<file path="config.mk">
export PLATFORM = sky130hd
export DESIGN_NAME = dct_mac_sequencer
export DESIGN_NICKNAME = d
export VERILOG_FILES = /design/src/rtl/dct_pkg.sv /design/src/rtl/dct_ctl_delay.sv /design/src/rtl/dct_mac_sequencer.sv
export SDC_FILE = /design/constraint.sdc
export NUM_CORES = 1
export LEC_CHECK = 0
export BUFFER_PORTS_ARGS = -buffer_cell sky130_fd_sc_hd__buf_2
export CAP_MARGIN = 20
export CORE_MARGIN = 2
export CORE_UTILIZATION = 57
export DETAILED_ROUTE_END_ITERATION = 7
export PLACE_DENSITY = 0.85
export SLEW_MARGIN = 15
export SYNTH_ARGS = -nofsm -noshare
export SYNTH_HDL_FRONTEND = slang
export SYNTH_HIERARCHICAL = 1
export SYNTH_SLANG_ARGS = --single-unit
</file>
<file path="constraint.sdc">
create_clock -name i_clk -period 2.55 [get_ports i_clk]
set_clock_uncertainty 0.1 [all_clocks]
set_input_delay 0.51 -clock i_clk [delete_from_list [all_inputs] [get_ports i_clk]]
set_output_delay 0.51 -clock i_clk [all_outputs]
set_load 0.01 [all_outputs]
</file>
<file path="src/rtl/dct_pkg.sv">
// -----------------------------------------------------------------------------
// dct_pkg
// Shared types and defaults for the DCT multiply-accumulate sequencer.
//   TAPS_DEFAULT      points per dot product
//   MULT_LAT_DEFAULT  cycles from multiplier operands to mult_res at the accumulator
//   coef_idx_t        tap index at the default TAPS
//   dct_row_t         coefficient row selector
//   seq_state_t       sequencer FSM states
//   mac_ctl_t         control word carried down the multiplier-latency delay line
// -----------------------------------------------------------------------------
package dct_pkg;

    localparam int TAPS_DEFAULT     = 8;
    localparam int MULT_LAT_DEFAULT = 2;
    localparam int CW_DEFAULT       = $clog2(TAPS_DEFAULT);

    typedef logic [CW_DEFAULT-1:0] coef_idx_t;
    typedef logic [2:0]            dct_row_t;

    typedef enum logic {
        SEQ_IDLE = 1'b0,
        SEQ_ACC  = 1'b1
    } seq_state_t;

    // en: multiplier operands valid; first/last: tap 0 / tap TAPS-1 of a product;
    // row: coefficient row the product belongs to.
    typedef struct packed {
        logic     en;
        logic     first;
        logic     last;
        dct_row_t row;
    } mac_ctl_t;

endpackage

</file>
<file path="src/rtl/dct_ctl_delay.sv">
// -----------------------------------------------------------------------------
// dct_ctl_delay
// DEPTH-stage shift register of mac_ctl_t. Re-times the multiplier-side control
// word so it arrives at the accumulator together with mult_res.
// Ports:
//   i_clk  clock, rising edge
//   i_rst  synchronous clear of every stage, active-high (overrides i_ena)
//   i_ena  clock enable; 0 holds every stage
//   i_ctl  control word entering the multiplier stage
//   o_ctl  control word DEPTH cycles later
// -----------------------------------------------------------------------------
module dct_ctl_delay
    import dct_pkg::*;
#(
    parameter int DEPTH = MULT_LAT_DEFAULT
) (
    input  logic     i_clk,
    input  logic     i_rst,
    input  logic     i_ena,
    input  mac_ctl_t i_ctl,
    output mac_ctl_t o_ctl
);

    mac_ctl_t r_pipe [DEPTH];

    always_ff @(posedge i_clk) begin
        if (i_rst) begin
            for (int i = 0; i < DEPTH; i++) begin
                r_pipe[i] <= '0;
            end
        end else if (i_ena) begin
            r_pipe[0] <= i_ctl;
            for (int i = 1; i < DEPTH; i++) begin
                r_pipe[i] <= r_pipe[i-1];
            end
        end
    end

    assign o_ctl = r_pipe[DEPTH-1];

endmodule

</file>
<file path="src/rtl/dct_mac_sequencer.sv">
// -----------------------------------------------------------------------------
// dct_mac_sequencer
// Sequences one DCT multiply-accumulate unit through a TAPS-point dot product:
// steps the tap index, raises the multiplier-stage enable, and produces a
// MULT_LAT-delayed copy of that control for the accumulator plus a result flag.
// Back-to-back products run without a bubble.
// Parameters:
//   TAPS      points per dot product (power of 2, >= 2)
//   MULT_LAT  multiplier latency to the accumulator input (>= 1)
// Ports:
//   i_clk        clock, rising edge
//   i_rst        synchronous reset, active-high (overrides i_ena)
//   i_ena        global clock enable; 0 freezes all state
//   i_start      dot-product request, taken when i_start & o_ready & i_ena
//   i_row_sel    coefficient row of the request, latched when taken
//   o_ready      a request can be taken this cycle
//   o_coef_row   latched row to the coefficient ROM
//   o_coef_idx   tap index to the sample mux and coefficient ROM
//   o_mac_en     multiplier operands valid
//   o_acc_clr    accumulator loads mult_res instead of adding (first tap)
//   o_acc_en     accumulator updates this cycle
//   o_res_valid  accumulator holds a complete sum (one result per pulse)
//   o_res_row    row of the sum flagged by o_res_valid
// -----------------------------------------------------------------------------
module dct_mac_sequencer
    import dct_pkg::*;
#(
    parameter  int TAPS     = TAPS_DEFAULT,
    parameter  int MULT_LAT = MULT_LAT_DEFAULT,
    localparam int CW       = $clog2(TAPS)
) (
    input  logic          i_clk,
    input  logic          i_rst,
    input  logic          i_ena,
    input  logic          i_start,
    input  dct_row_t      i_row_sel,
    output logic          o_ready,
    output dct_row_t      o_coef_row,
    output logic [CW-1:0] o_coef_idx,
    output logic          o_mac_en,
    output logic          o_acc_clr,
    output logic          o_acc_en,
    output logic          o_res_valid,
    output dct_row_t      o_res_row
);

    localparam logic [CW-1:0] LAST_IDX = CW'(TAPS - 1);

    seq_state_t    r_state;
    seq_state_t    w_state_nxt;
    logic [CW-1:0] r_idx;
    dct_row_t      r_coef_row;
    logic          r_res_valid;
    dct_row_t      r_res_row;

    logic          w_last_tap;
    logic          w_ready;
    logic          w_mac_en;
    logic          w_accept;
    mac_ctl_t      w_ctl_in;
    mac_ctl_t      w_ctl_dly;

    assign w_last_tap = (r_idx == LAST_IDX);
    // ena is folded in so a request seen during a stall is simply dropped.
    assign w_accept   = i_start & w_ready & i_ena;

    // ---- FSM: state register ----
    always_ff @(posedge i_clk) begin
        if (i_rst) begin
            r_state <= SEQ_IDLE;
        end else if (i_ena) begin
            r_state <= w_state_nxt;
        end
    end

    // ---- FSM: next state ----
    always_comb begin
        w_state_nxt = r_state;
        case (r_state)
            SEQ_IDLE: begin
                if (w_accept) begin
                    w_state_nxt = SEQ_ACC;
                end
            end
            SEQ_ACC: begin
                // A request taken on the last tap keeps the FSM in ACC.
                if (w_last_tap && !w_accept) begin
                    w_state_nxt = SEQ_IDLE;
                end
            end
            default: w_state_nxt = SEQ_IDLE;
        endcase
    end

    // ---- FSM: outputs ----
    always_comb begin
        w_ready  = 1'b0;
        w_mac_en = 1'b0;
        case (r_state)
            SEQ_IDLE: begin
                w_ready = 1'b1;
            end
            SEQ_ACC: begin
                w_mac_en = 1'b1;
                w_ready  = w_last_tap;
            end
            default: begin
                w_ready  = 1'b0;
                w_mac_en = 1'b0;
            end
        endcase
    end

    // Tap index: runs only in ACC. Leaving the last tap always returns to 0,
    // whether the FSM goes back to IDLE or starts the next product directly.
    always_ff @(posedge i_clk) begin
        if (i_rst) begin
            r_idx <= '0;
        end else if (i_ena && r_state == SEQ_ACC) begin
            r_idx <= w_last_tap ? '0 : r_idx + 1'b1;
        end
    end

    // Row latch: held until the next accepted request.
    always_ff @(posedge i_clk) begin
        if (i_rst) begin
            r_coef_row <= '0;
        end else if (w_accept) begin
            r_coef_row <= i_row_sel;
        end
    end

    // ---- multiplier stage -> accumulator stage (MULT_LAT cycles) ----
    assign w_ctl_in.en    = w_mac_en;
    assign w_ctl_in.first = w_mac_en & (r_idx == '0);
    assign w_ctl_in.last  = w_mac_en & w_last_tap;
    assign w_ctl_in.row   = r_coef_row;

    dct_ctl_delay #(
        .DEPTH (MULT_LAT)
    ) u_ctl_delay (
        .i_clk (i_clk),
        .i_rst (i_rst),
        .i_ena (i_ena),
        .i_ctl (w_ctl_in),
        .o_ctl (w_ctl_dly)
    );

    // ---- accumulator stage -> result flag ----
    // The sum is complete one cycle after the last tap is added, which is the
    // same cycle a back-to-back product's first tap reloads the accumulator.
    always_ff @(posedge i_clk) begin
        if (i_rst) begin
            r_res_valid <= 1'b0;
            r_res_row   <= '0;
        end else if (i_ena) begin
            r_res_valid <= w_ctl_dly.last;
            if (w_ctl_dly.last) begin
                r_res_row <= w_ctl_dly.row;
            end
        end
    end

    assign o_ready     = w_ready;
    assign o_coef_row  = r_coef_row;
    assign o_coef_idx  = r_idx;
    assign o_mac_en    = w_mac_en;
    assign o_acc_clr   = w_ctl_dly.first;
    assign o_acc_en    = w_ctl_dly.en;
    assign o_res_valid = r_res_valid;
    assign o_res_row   = r_res_row;

endmodule
</file>
==> metrics.json <==
{
  "outcome": "completed",
  "synth_area_um2": 1070,
  "initial_utilization_pct": 61.2,
  "syn_to_final_growth_pct": 5.62,
  "finalHoldViolations": 0,
  "grt_antenna_before_repair": 0,
  "routed_via_density": 4.96,
  "synth.distinct_cells": 20,
  "route.met3.wl_um": 67,
  "final.min_clock_period_ps": 2030,
  "setup_viol": 0,
  "fin_worst_hold_slack_ps": 357,
  "period_share_pct": 79.6,
  "grt_pass1_vias": 545,
  "worst_r2r_path_cells": 5,
  "die_area_um2": 2240,
  "wire_length_of_the_first_global_routing_pass_um": 2240,
  "worstHoldStart": "i_row_sel[1]",
  "share_of_layout_cells_above_drive_strength_1_pct": 28.8,
  "cts.repair.resized": 0,
  "cts_inserted_buffers": 3,
  "relSlewSlack_pct": 68.0,
  "power.density_nw_per_um2": 554,
  "top_signal_layer_used": "met4",
  "die_y_um": 47.3,
  "timing_worst_slew_pin_value_ps": 480,
  "synth_sequential_area_ratio_pct": 54.3,
  "clock_tree_root_buffer_cell": "sky130_fd_sc_hd__clkbuf_4",
  "wl_um": 1460,
  "max_cap_violations": 0,
  "worstHoldPathType": "input pin to register",
  "postCtsSetupBuffers": 0,
  "cts_hold_buf": 0,
  "crit_type": "register to output pin",
  "antenna_left": 0,
  "total_power_uw": 626,
  "cts.sink_count": 23,
  "die_width_um": 47.3,
  "hold-path-cell-count": 3,
  "count_of_state_elements_after_synthesis": 23,
  "port_buffers": 20,
  "finalSetupTns_ps": 0,
  "routedLengthMet1_um": 645,
  "crit_path_max_fanout": 5,
  "nature_of_the_critical_path_startpoint": "register",
  "min_delay_worst_endpoint": "o_coef_row[1]$_SDFFE_PP0P_",
  "numPlacedInstances": 125,
  "drcViolationCount": 0,
  "grt_start_max_net_pins": 28,
  "floorplan.core_area_um2": 1750,
  "worst_r2r_startpoint": "o_coef_idx[0]$_SDFFE_PP0P_",
  "fin_max_slew_vios": 0,
  "global_route.usage.total_pct": 14.9,
  "rrSetupSlack_ps": 1080,
  "hpwlAfterDp_um": 1020,
  "routed-via-count": 640,
  "drtPass1Iterations": 4,
  "path_clk_slew_ps": 110,
  "cp-end-kind": "output pin",
  "highest_achievable_clock_rate_mhz": 493,
  "starting_drc_count_in_detailed_routing": 15,
  "critPathArrivalTime_ps": 1420,
  "max-clock-path-buffers": 2,
  "grt-ovfl-total": 0,
  "finalNonFillerCells": 129,
  "yosys_warnings": 6,
  "finish.net_count": 115,
  "synth.avg_cell_area_um2": 11.5,
  "tritoncts_clock_tree": "yes",
  "crit_required_ps": 1940,
  "io_pins": 21,
  "p_leak_uw": 0.000528,
  "floorplan.rows": 15,
  "met2WireLength_um": 725,
  "regToRegEndpoint": "o_coef_row[2]$_SDFFE_PP0P_",
  "n_antenna_cell": 0,
  "clock_tree.htree_level_count": 1,
  "synth.net_count": 103,
  "power.ir.vdd_worst_mv": 0.310,
  "layout.filler_cells": 152,
  "wl_per_cell_um": 11.3,
  "setup_repair_after_global_routing_missed_its_margin": "false",
  "clock_insertion_delay_worst_skew_ps": 290,
  "synthCells": 93,
  "finalWeightedCongestion": 0.653
}
routing by layer:
layer,up-vias,GRT usage (%)
met4,0,8.33
met2,17,24.3
met3,2,3.46
li1,333,-
met5,-,0
met1,288,18.1
worst max-delay path by stage:
stage	from	endpoint	slack (ps)	cells after the start
2_1_floorplan	o_coef_idx[0]$_SDFFE_PP0P_	o_ready	980	3
3_3_place_gp	i_rst	u_ctl_delay/r_pipe[0][4]$_SDFFCE_PN0P_	810	2
3_5_place_dp	i_rst	u_ctl_delay/r_pipe[0][3]$_SDFFCE_PN0P_	770	2
4_1_cts	o_coef_idx[0]$_SDFFE_PP0P_	o_ready	490	4
5_1_grt	o_coef_idx[0]$_SDFFE_PP0P_	o_ready	440	4
6_report	o_coef_idx[0]$_SDFFE_PP0P_	o_ready	520	4
cell type report:
cell class | count | area (um2) | area share, %
inverters | 2 | 7.51 | 0.665
well taps | 25 | 31.3 | 2.77
repair buffers | 20 | 100 | 8.87
clock buffers | 4 | 26.3 | 2.33
flip-flops and latches | 23 | 581 | 51.4
multi-input cells | 55 | 383 | 33.9
flip-flops by register name, summed over array words and instances (netlist names):
register            flops
o_coef_idx              3
o_coef_row              3
o_res_row               3
o_res_valid             1
r_state                 1
u_ctl_delay/r_pipe     12
cell usage after synthesis (all sizes together):
library cell / instances / area [um2]
a21oi: 7 / 35.0
and2: 1 / 7.51
and3b: 13 / 118
buf: 12 / 93.8
clkbuf: 1 / 3.75
dfxtp: 11 / 220
edfxtp: 12 / 360
ha: 3 / 37.5
inv: 2 / 7.51
mux2i: 4 / 40.0
nand2: 10 / 40.0
nand2b: 8 / 52.6
nand3: 5 / 25.0
nor2: 2 / 7.51
nor2b: 1 / 13.8
or2: 1 / 6.26
layout by cell type, fill, tap and decap left out, drive strengths merged, types with 2 or more instances in the layout:
cell     n
nor2     2
mux2i    4
and3b   13
ha       3
nand3    5
dfxtp   11
buf     20
edfxtp  12
a21oi    7
nand2b   8
clkbuf   4
nand2   10
inv      2
cell families (layout without fill, tap and decap cells):
logic type | count (synthesis) | after routing | synth area share [%]
compound gates | 7 | 7 | 3.28
mux | 4 | 4 | 3.75
flops | 23 | 23 | 54.3
fa+ha+maj | 3 | 3 | 3.51
buf+inv | 15 | 26 | 9.84
simple gates | 41 | 41 | 25.3
report_power, final:
part / switching, uW / internal [uW] / leakage (uW)
sequential: 8.75 / 406 / 0.000223
combinational: 29.6 / 24.1 / 0.000290
clock: 96.6 / 60.8 / 0.0000150
total: 135 / 491 / 0.000528
per-stage QoR:
| stage | area [um2] | utilization (%) | worst slack, ps |
|---|---|---|---|
| finish | 1130 | 64.7 | 521 |
| detailed placement | 1100 | 63.2 | 769 |
| CTS | 1130 | 64.7 | 494 |
| global route | 1130 | 64.7 | 438 |
| floorplan | 1070 | - | 985 |
| global placement | 1100 | 63.2 | 806 |
critical path: stages, from the launching register on:
cell and delay [ps]:
sky130_fd_sc_hd__dfxtp_1 360, sky130_fd_sc_hd__ha_1 210, sky130_fd_sc_hd__ha_1 220, sky130_fd_sc_hd__nand2b_2 200, sky130_fd_sc_hd__buf_2 140
No activity file was read; power rests on OpenSTA's default activity.
